==> src/rtl/dyadic_boolean_operator_decoder_pkg.sv <==
// Shared truth-table definitions for the dyadic Boolean operator and its decoder.
// Truth-table bit m holds the operator output for minterm m = {A, B}.
package dyadic_boolean_operator_decoder_pkg;

    localparam int TT_WIDTH  = 4;
    localparam int SEL_WIDTH = 2;

    typedef logic [TT_WIDTH-1:0] tt_t;

    typedef enum logic [TT_WIDTH-1:0] {
        TT_FALSE       = 4'b0000,
        TT_NOR         = 4'b0001,
        TT_NOT_A_AND_B = 4'b0010,
        TT_NOT_A       = 4'b0011,
        TT_A_AND_NOT_B = 4'b0100,
        TT_NOT_B       = 4'b0101,
        TT_XOR         = 4'b0110,
        TT_NAND        = 4'b0111,
        TT_AND         = 4'b1000,
        TT_XNOR        = 4'b1001,
        TT_B           = 4'b1010,
        TT_NOT_A_OR_B  = 4'b1011,
        TT_A           = 4'b1100,
        TT_A_OR_NOT_B  = 4'b1101,
        TT_OR          = 4'b1110,
        TT_TRUE        = 4'b1111
    } tt_op_e;

    typedef enum logic {
        ST_ACCUM  = 1'b0,
        ST_REPORT = 1'b1
    } state_e;

    typedef struct packed {
        tt_t  truth_table;
        tt_t  known;
        logic conflict;
        logic complete;
    } report_t;

    function automatic report_t make_report(input tt_t known, input tt_t ones, input tt_t zeros);
        report_t rpt;
        rpt.truth_table = ones & known;
        rpt.known       = known;
        rpt.conflict    = |(ones & zeros);
        rpt.complete    = &known;
        return rpt;
    endfunction

endpackage

==> src/rtl/dyadic_boolean_operator_decoder_if.sv <==
// Sample-stream and report bundle for the decoder; the word_count signal exists
// only when DYADIC_DECODER_WORD_COUNT_EN is defined.
interface dyadic_boolean_operator_decoder_if
    import dyadic_boolean_operator_decoder_pkg::*;
#(
    parameter int WORD_WIDTH  = 8,
    parameter int COUNT_WIDTH = 16
);

    logic                  input_valid;
    logic                  input_ready;
    logic                  input_last;
    logic [WORD_WIDTH-1:0] word_A;
    logic [WORD_WIDTH-1:0] word_B;
    logic [WORD_WIDTH-1:0] result;
    logic                  output_valid;
    logic                  output_ready;
    tt_t                   truth_table;
    tt_t                   truth_table_known;
    logic                  conflict;
    logic                  complete;
`ifdef DYADIC_DECODER_WORD_COUNT_EN
    logic [COUNT_WIDTH-1:0] word_count;
`endif

    modport slave (
`ifdef DYADIC_DECODER_WORD_COUNT_EN
        output word_count,
`endif
        input  input_valid, input_last, word_A, word_B, result, output_ready,
        output input_ready, output_valid, truth_table, truth_table_known, conflict, complete
    );

    modport master (
`ifdef DYADIC_DECODER_WORD_COUNT_EN
        input  word_count,
`endif
        output input_valid, input_last, word_A, word_B, result, output_ready,
        input  input_ready, output_valid, truth_table, truth_table_known, conflict, complete
    );

endinterface

==> src/rtl/dyadic_boolean_operator_decoder_observer.sv <==
// Per-word reduction: which minterms appear in one word and whether each was
// seen producing a 1 and/or a 0.
module dyadic_minterm_observer
    import dyadic_boolean_operator_decoder_pkg::*;
#(
    parameter int WORD_WIDTH = 8
) (
    input  logic [WORD_WIDTH-1:0] word_a_i,
    input  logic [WORD_WIDTH-1:0] word_b_i,
    input  logic [WORD_WIDTH-1:0] result_i,
    output tt_t                   seen_now_o,
    output tt_t                   ones_now_o,
    output tt_t                   zeros_now_o
);

    always_comb begin
        // NOTE: every output gets a default before the loop so no path leaves one unassigned (no latches).
        seen_now_o  = '0;
        ones_now_o  = '0;
        zeros_now_o = '0;
        for (int i = 0; i < WORD_WIDTH; i++) begin
            automatic logic [SEL_WIDTH-1:0] sel = {word_a_i[i], word_b_i[i]};
            seen_now_o[sel] = 1'b1;
            if (result_i[i]) ones_now_o[sel]  = 1'b1;
            else             zeros_now_o[sel] = 1'b1;
        end
    end

endmodule

==> src/rtl/dyadic_boolean_operator_decoder.sv <==
// Recovers a dyadic operator's truth table from (A, B, result) word groups.
// Optional word counter enabled by DYADIC_DECODER_WORD_COUNT_EN.
module dyadic_boolean_operator_decoder
    import dyadic_boolean_operator_decoder_pkg::*;
#(
    parameter int WORD_WIDTH  = 8,
    parameter int COUNT_WIDTH = 16
) (
    input logic                             clock,
    input logic                             clear,
    dyadic_boolean_operator_decoder_if.slave bus
);

    state_e  state_q, state_d;
    tt_t     known_q, known_d;
    tt_t     ones_q, ones_d;
    tt_t     zeros_q, zeros_d;
    report_t report_q, report_d;
    tt_t     seen_now, ones_now, zeros_now;
    logic    in_hs, out_hs;

    dyadic_minterm_observer #(.WORD_WIDTH(WORD_WIDTH)) u_observer (
        .word_a_i    (bus.word_A),
        .word_b_i    (bus.word_B),
        .result_i    (bus.result),
        .seen_now_o  (seen_now),
        .ones_now_o  (ones_now),
        .zeros_now_o (zeros_now)
    );

    assign in_hs  = bus.input_valid  && (state_q == ST_ACCUM);
    assign out_hs = bus.output_ready && (state_q == ST_REPORT);

    always_comb begin
        state_d  = state_q;
        known_d  = known_q;
        ones_d   = ones_q;
        zeros_d  = zeros_q;
        report_d = report_q;
        if (in_hs) begin
            known_d = known_q | seen_now;
            ones_d  = ones_q  | ones_now;
            zeros_d = zeros_q | zeros_now;
            // The report is captured from the updated sums so the last word counts.
            if (bus.input_last) begin
                state_d  = ST_REPORT;
                report_d = make_report(known_d, ones_d, zeros_d);
            end
        end
        if (out_hs) begin
            state_d  = ST_ACCUM;
            known_d  = '0;
            ones_d   = '0;
            zeros_d  = '0;
            report_d = '0;
        end
    end

    always_ff @(posedge clock) begin
        // NOTE: registers use non-blocking assignments so every flop samples pre-edge values.
        if (clear) begin
            state_q  <= ST_ACCUM;
            known_q  <= '0;
            ones_q   <= '0;
            zeros_q  <= '0;
            report_q <= '0;
        end else begin
            state_q  <= state_d;
            known_q  <= known_d;
            ones_q   <= ones_d;
            zeros_q  <= zeros_d;
            report_q <= report_d;
        end
    end

    assign bus.input_ready       = (state_q == ST_ACCUM);
    assign bus.output_valid      = (state_q == ST_REPORT);
    assign bus.truth_table       = report_q.truth_table;
    assign bus.truth_table_known = report_q.known;
    assign bus.conflict          = report_q.conflict;
    assign bus.complete          = report_q.complete;

`ifdef DYADIC_DECODER_WORD_COUNT_EN
    logic [COUNT_WIDTH-1:0] count_q, count_d;

    always_comb begin
        count_d = count_q;
        if (in_hs && (count_q != '1)) count_d = count_q + 1'b1;
        if (out_hs)                   count_d = '0;
    end

    always_ff @(posedge clock) begin
        if (clear) count_q <= '0;
        else       count_q <= count_d;
    end

    assign bus.word_count = count_q;
`endif

endmodule

==> src/flat_wrapper.sv <==
// flat-port wrapper written by rule: the top's interface ports become plain ports
module dyadic_boolean_operator_decoder_flat import dyadic_boolean_operator_decoder_pkg::*;
#(
    parameter int WORD_WIDTH  = 8,
    parameter int COUNT_WIDTH = 16
)
  (clock, clear, bus_input_valid, bus_input_last, bus_word_A, bus_word_B, bus_result, bus_output_ready, bus_input_ready, bus_output_valid, bus_truth_table, bus_truth_table_known, bus_conflict, bus_complete);
  dyadic_boolean_operator_decoder_if #(.WORD_WIDTH(WORD_WIDTH), .COUNT_WIDTH(COUNT_WIDTH)) bus_i ();
  input logic clock;
  input logic clear;
  input wire logic [$bits(bus_i.input_valid)-1:0] bus_input_valid;
  input wire logic [$bits(bus_i.input_last)-1:0] bus_input_last;
  input wire logic [$bits(bus_i.word_A)-1:0] bus_word_A;
  input wire logic [$bits(bus_i.word_B)-1:0] bus_word_B;
  input wire logic [$bits(bus_i.result)-1:0] bus_result;
  input wire logic [$bits(bus_i.output_ready)-1:0] bus_output_ready;
  output wire logic [$bits(bus_i.input_ready)-1:0] bus_input_ready;
  output wire logic [$bits(bus_i.output_valid)-1:0] bus_output_valid;
  output wire logic [$bits(bus_i.truth_table)-1:0] bus_truth_table;
  output wire logic [$bits(bus_i.truth_table_known)-1:0] bus_truth_table_known;
  output wire logic [$bits(bus_i.conflict)-1:0] bus_conflict;
  output wire logic [$bits(bus_i.complete)-1:0] bus_complete;
  assign bus_i.input_valid = bus_input_valid;
  assign bus_i.input_last = bus_input_last;
  assign bus_i.word_A = bus_word_A;
  assign bus_i.word_B = bus_word_B;
  assign bus_i.result = bus_result;
  assign bus_i.output_ready = bus_output_ready;
  assign bus_input_ready = bus_i.input_ready;
  assign bus_output_valid = bus_i.output_valid;
  assign bus_truth_table = bus_i.truth_table;
  assign bus_truth_table_known = bus_i.truth_table_known;
  assign bus_conflict = bus_i.conflict;
  assign bus_complete = bus_i.complete;
  dyadic_boolean_operator_decoder #(.WORD_WIDTH(WORD_WIDTH), .COUNT_WIDTH(COUNT_WIDTH)) u_core (.clock(clock), .clear(clear), .bus(bus_i));
endmodule
==> config.mk <==
export PLATFORM = sky130hd
export DESIGN_NAME = dyadic_boolean_operator_decoder_flat
export DESIGN_NICKNAME = d
export VERILOG_FILES = /design/src/rtl/dyadic_boolean_operator_decoder_pkg.sv /design/src/rtl/dyadic_boolean_operator_decoder_if.sv /design/src/rtl/dyadic_boolean_operator_decoder_observer.sv /design/src/rtl/dyadic_boolean_operator_decoder.sv /design/src/flat_wrapper.sv
export SDC_FILE = /design/constraint.sdc
export NUM_CORES = 1
export LEC_CHECK = 0
export ABC_AREA = 1
export CAP_MARGIN = 0
export CORE_MARGIN = 5
export CORE_UTILIZATION = 45
export CTS_BUF_LIST = sky130_fd_sc_hd__clkbuf_8
export CTS_CLUSTER_DIAMETER = 150
export DETAILED_ROUTE_END_ITERATION = 16
export GPL_TIMING_DRIVEN = 0
export PLACE_DENSITY_LB_ADDON = 0.1
export SLEW_MARGIN = 20
export SYNTH_ARGS = -nofsm -noshare
export SYNTH_HDL_FRONTEND = slang
export SYNTH_SLANG_ARGS = --single-unit
export TNS_END_PERCENT = 100
==> constraint.sdc <==
create_clock -name clock -period 2.7 [get_ports clock]
set_clock_uncertainty 0.05 [all_clocks]
set_input_delay 0.405 -clock clock [delete_from_list [all_inputs] [get_ports clock]]
set_output_delay 0.405 -clock clock [all_outputs]
set_load 0.01 [all_outputs]
==> impl_metrics.env, run 1 <==
export IMPL_status="completed"
export IMPL_layout_common_cells="nand2_1 (84), nor2_1 (41), clkdlybuf4s50_1 (36), inv_1 (35), nand3_1 (35)"
export IMPL_path_class="input pin to flip-flop"
export IMPL_grt_max_degree=13
export IMPL_htreeDepth=1
export IMPL_synthDistinctLibCells=25
export IMPL_grt_usage_pct=18.8
export IMPL_synthArstFlopShare_pct=0
export IMPL_ys_seq_area_share_pct=27.3
export IMPL_synth_area_mm2=0.00169
export IMPL_syn2layout_area_growth_pct=27.6
export IMPL_clkSinkCount=23
export IMPL_regArea_um2=460
export IMPL_relSlewSlack_pct=70.0
export IMPL_drc_errors=0
export IMPL_rsz0062_at_grt="no"
export IMPL_start_util_pct=46.1
export IMPL_antenna_cells=0
export IMPL_p_leak_nw=1.10
export IMPL_cts_buffers_inserted=3
export IMPL_route_detailed_wl_per_inst_um=12.7
export IMPL_die_area_mm2=0.00508
export IMPL_ant_nets=0
export IMPL_multi_input_area_mm2=0.00102
export IMPL_cts_tree="done"
export IMPL_hold_viol=0
export IMPL_met2_usage_pct=28.6
export IMPL_drtIter0Drc=120
export IMPL_synth_warning_count=0
export IMPL_hold_buffers=0
export IMPL_critPathLaunchType="input pin"
export IMPL_path_max_fanout=5
export IMPL_placementRows=22
export IMPL_fmax_ghz=0.570
export IMPL_ys_ff_latch=23
export IMPL_drv_slew=0
export IMPL_fin_setup_tns_ns=0
export IMPL_max_cap_violations=0
export IMPL_port_buffers=36
export IMPL_ir_worst_vdd_mv=0.336
export IMPL_avgSynthCellArea_um2=5.80
export IMPL_num_vias=1884
export IMPL_grtUsageMet3_pct=4.49
export IMPL_antenna_found_initial=0
export IMPL_clk_pin_slew_ns=0.08
export IMPL_timing_hold_ws_ns=0.416
export IMPL_dpl_cell_area_mm2=0.00211
export IMPL_nFillCells=396
export IMPL_synthCells=291
export IMPL_met1_usage_pct=27.7
export IMPL_drive_gt1_share_pct=9.97
export IMPL_post_cts_resized=0
export IMPL_setup_viol=0
export IMPL_core_area_mm2=0.00366
export IMPL_ctsLongestPathBuffers=2
export IMPL_end_kind="flip-flop"
export IMPL_fin_crit_sh_pct=65.0
export IMPL_first_global_vias=1680
export IMPL_max_slew_worst_pin_slew_ns=0.450
export IMPL_root_buffer="clkbuf_8"
export IMPL_syn_num_nets=320
export IMPL_via_per_inst=4.97
export IMPL_clk_latency_ns=0.26
export IMPL_die_y_um=71.3
export IMPL_wl_um=4810
export IMPL_synth_ff_type="dfxtp_1"
export IMPL_powerDensity_mw_per_mm2=413
export IMPL_total_power_mw=0.889
export IMPL_cp_arrival_ns=1.86
export IMPL_grt_overflow=0
export IMPL_postCtsSetupBuffers=0
export IMPL_layout_commonest_cell="nand2_1"
export IMPL_design_area_mm2=0.00215
export IMPL_die_width_um=71.3
export IMPL_post_dp_hpwl_um=3980
export IMPL_required_ns=2.81
export IMPL_grt_busiest_layer="met2"
export IMPL_final_net_count=361
export IMPL_io_pins=41
export IMPL_grt_pass1_wl_um=7630
export IMPL_gp_congestion=0.903
export IMPL_layout_min_cycle_time_ns=1.76
export IMPL_drtPass1Iterations=4
export IMPL_holdCritPathClass="flip-flop to flip-flop"
export IMPL_synth_edff_count=0
-- layer usage --
| metal | wire [um] | vias up | share of wire, % |
|---|---|---|---|
| li1 | - | 1010 | - |
| met1 | 2440 | 836 | 51 |
| met2 | 2070 | 34 | 43 |
| met3 | 269 | 4 | 5.6 |
| met4 | 24 | 0 | 0.50 |
| met5 | 0 | - | 0 |
-- cell type report --
type / instances / share of cell area, %
clock buffer: 3 / 1.92
multi-input combinational: 217 / 47.3
tap: 48 / 2.79
timing repair buffer: 36 / 16.7
buffer: 7 / 2.03
clock inverter: 1 / 0.174
sequential: 23 / 21.4
inverter: 44 / 7.67
-- Yosys cell counts (3+ instances only) --
cell / instances / area share, %
nand2_1: 84 / 19
nor2_1: 41 / 9.1
nand3_1: 35 / 10
inv_1: 34 / 7.6
dfxtp_1: 23 / 27
a21oi_1: 10 / 3.0
inv_2: 10 / 2.2
o211ai_1: 10 / 4.4
o21ai_0: 9 / 2.7
nor2_2: 6 / 2.2
buf_4: 4 / 1.8
nand3_2: 3 / 1.8
nand4_1: 3 / 1.1
o21bai_1: 3 / 1.3
-- final timing paths --
| kind | depth (start not counted) | to | slack, ns | start |
|---|---|---|---|---|
| max | 10 | u_core.bus.conflict | 0.94 | bus_word_A[6] |
| min reg2reg | 2 | u_core.bus.truth_table_known[1] | 0.42 | u_core.bus.truth_table_known[1] |
| min | 2 | u_core.bus.truth_table_known[1] | 0.42 | u_core.bus.truth_table_known[1] |
| max reg2reg | 9 | u_core.bus.truth_table[2] | 1.46 | u_core.bus.output_valid |
-- state kept, by name, summed over array words and instances (netlist names) --
register	cells
u_core.known_q	4
u_core.ones_q	4
u_core.bus.complete	1
u_core.bus.truth_table_known	4
u_core.bus.conflict	1
u_core.bus.truth_table	4
u_core.bus.output_valid	1
u_core.zeros_q	4
-- power breakdown --
part | switching (mW) | internal, mW | total [mW]
clock | 0.104 | 0.101 | 0.205
combinational | 0.170 | 0.128 | 0.298
sequential | 0.0168 | 0.370 | 0.387
total | 0.290 | 0.599 | 0.889
-- per-stage QoR --
step / util [%] / cells / setup WS, ns
finish: 58.9 / 379 / 0.945
floorplan: - / 291 / 1.41
CTS: 58.9 / 379 / 0.953
global placement: 57.6 / 375 / 0.675
global route: 58.9 / 379 / 0.803
detailed placement: 57.6 / 375 / 0.673
-- critical path: stages --
cell	delay (ns)
clkdlybuf4s50_1	0.57
inv_2	0.09
nand3_1	0.07
nand2_1	0.09
nor2_1	0.16
nand3_2	0.12
nand2_1	0.09
nand3_1	0.11
nor2_1	0.10
nor2_1	0.04
-- kinds of logic (layout without fill, tap and decap cells) --
group,after synthesis,count (layout),synth area share (%)
simple gates,177,177,45.5
buf+inv,51,91,12.4
compound gates,40,40,14.9
flops,23,23,27.3
Note: power is estimated with default switching activity, not from simulation.
==> run 2, diff against run 1 <==
- clock period: 2.7 -> 1.5 ns (I/O delays scaled with it)
==> run 2 against run 1 <==
Effect of this change: register-to-register slack worse by 1.2 ns; count of clock-buffer cells in the layout unchanged; sequential cell count unchanged.
==> impl_metrics.env, run 2 (synthesized netlist as in run 1, its figures left out) <==
export IMPL_end_kind="output port"
export IMPL_path_cells="clkdlybuf4s50_1"
export IMPL_path_class="flip-flop to output port"
export IMPL_fin_crit_sh_pct=95.3
export IMPL_place_ws_ns=-0.347
export IMPL_dpl_cell_area_mm2=0.00211
export IMPL_grt_pass1_wl_um=7650
export IMPL_cp_endpoint="bus_truth_table_known[0]"
export IMPL_antenna_found_initial=0
export IMPL_p_leak_nw=1.27
export IMPL_wl_um=4880
export IMPL_final_net_count=361
export IMPL_ant_nets=0
export IMPL_critPathLaunchType="flip-flop"
export IMPL_ctsLongestPathBuffers=2
export IMPL_drtIter0Drc=116
export IMPL_cp_depth=1
export IMPL_cp_slowest_cell="clkdlybuf4s50_1"
export IMPL_die_width_um=71.3
export IMPL_drc_errors=0
export IMPL_post_dp_hpwl_um=3980
export IMPL_cp_arrival_ns=1.15
export IMPL_hold_viol=0
export IMPL_powerDensity_mw_per_mm2=723
export IMPL_layout_common_cells="nand2_1 (83), nor2_1 (38), nand3_1 (33), inv_1 (32), dfxtp_1 (23)"
export IMPL_die_area_mm2=0.00508
export IMPL_design_area_mm2=0.00222
export IMPL_postCtsSetupBuffers=0
export IMPL_hold_path_depth=2
export IMPL_start_util_pct=46.1
export IMPL_clk_pin_slew_ns=0.08
export IMPL_holdCritPathClass="flip-flop to flip-flop"
export IMPL_grt_usage_pct=18.9
export IMPL_crit_start="u_core.bus.truth_table_known[0]"
export IMPL_required_ns=1.22
export IMPL_cp_top_family="buffers and inverters"
export IMPL_max_cap_violations=0
export IMPL_slowest_delay_ns=0.54
export IMPL_drv_slew=0
export IMPL_cts_tree="done"
export IMPL_via_per_inst=5.01
export IMPL_die_y_um=71.3
export IMPL_ir_worst_vdd_mv=0.598
export IMPL_relSlewSlack_pct=70.0
export IMPL_clkSinkCount=23
export IMPL_first_global_vias=1683
export IMPL_setup_viol=0
export IMPL_grt_overflow=0
export IMPL_layout_commonest_cell="nand2_1"
export IMPL_hold_buffers=0
export IMPL_gp_congestion=0.903
export IMPL_placementRows=22
export IMPL_reg2reg_to="u_core.bus.truth_table[2]"
export IMPL_path_max_fanout=2
export IMPL_grt_max_degree=13
export IMPL_status="completed"
export IMPL_syn2layout_area_growth_pct=31.2
export IMPL_htreeDepth=1
export IMPL_r2r_slack_ns=0.27
export IMPL_drtPass1Iterations=4
export IMPL_clk_latency_ns=0.26
export IMPL_rsz0062_at_grt="no"
export IMPL_core_area_mm2=0.00366
export IMPL_port_buffers=36
export IMPL_num_vias=1898
export IMPL_cts_buffers_inserted=3
export IMPL_layout_min_cycle_time_ns=1.43
export IMPL_reg2regPathDepth=9
export IMPL_route_detailed_wl_per_inst_um=12.9
export IMPL_io_pins=41
export IMPL_worst_slack_ns=0.0709
export IMPL_worst_path_buf_inv=1
export IMPL_fmax_ghz=0.700
export IMPL_antenna_cells=0
export IMPL_root_buffer="clkbuf_8"
export IMPL_drive_gt1_share_pct=12.7
export IMPL_max_slew_worst_pin_slew_ns=0.450
export IMPL_r2r_start="u_core.bus.output_valid"
## run 2: cell count changes in the layout (fill, tap and decap cells not counted), sizes merged
cell | previous run | this run
clkdlybuf4s50 | 36 | 14
dlygate4sd2 | 0 | 5
dlymetal6s2s | 0 | 17
## run 2: per-layer routing
layer / track usage, % / vias up / routed length [um]
met5: 0 / - / 0
met4: 2.71 / 0 / 29
met3: 4.49 / 4 / 275
met2: 28.6 / 43 / 2120
met1: 27.8 / 841 / 2450
li1: - / 1010 / -
## run 2: how the worst min path moves through the flow
stage | startpoint | endpoint | slack (ns)
after floorplan | clear | u_core.bus.conflict | 0.37
after global placement | u_core.bus.truth_table[2] | u_core.bus.truth_table[2] | 0.40
after detailed placement | u_core.bus.truth_table_known[2] | u_core.bus.truth_table_known[2] | 0.41
after CTS | u_core.bus.truth_table_known[2] | u_core.bus.truth_table_known[2] | 0.42
after global routing | u_core.bus.truth_table_known[2] | u_core.bus.truth_table_known[2] | 0.44
final | u_core.bus.truth_table_known[1] | u_core.bus.truth_table_known[1] | 0.42
## run 2: power by group
group	switching (mW)	internal (mW)	total, mW
clock network	0.184	0.183	0.367
logic	0.316	0.223	0.539
registers	0.0299	0.666	0.696
## run 2: repair_timing
action	4_1_cts	5_1_grt
pin swaps	0	3
endpoints found under the setup margin	4	13
gates cloned	0	0
resized for setup	7	25
hold endpoints to repair	0	0
## run 2: tightest hold or removal path, cell delays in order (launching register included)
cell and delay (ns):
dfxtp_1 0.31, nand2_1 0.06, a21oi_1 0.05
## run 2: final cells by class
| cell class | count | area [um2] |
|---|---|---|
| buffer | 7 | 43.8 |
| clock inverter | 1 | 3.75 |
| timing repair buffer | 36 | 397 |
| fill | 383 | 1450 |
| multi-input combinational | 217 | 1040 |
| inverter | 44 | 165 |
| clock buffer | 3 | 41.3 |
| tap | 48 | 60.1 |
| sequential | 23 | 460 |
## run 2: through the flow
stage               util, %  power (mW)  instances  hold WS (ns)  setup TNS (ns)
finish                 60.5        1.60        379         0.416               0
global route           60.5        1.71        379         0.439               0
CTS                    58.9        1.61        379         0.420               0
detailed placement     57.6        1.24        375         0.408           -4.09
global placement       57.6        1.24        375         0.405           -3.94
floorplan                 -        1.02        291         0.370               0
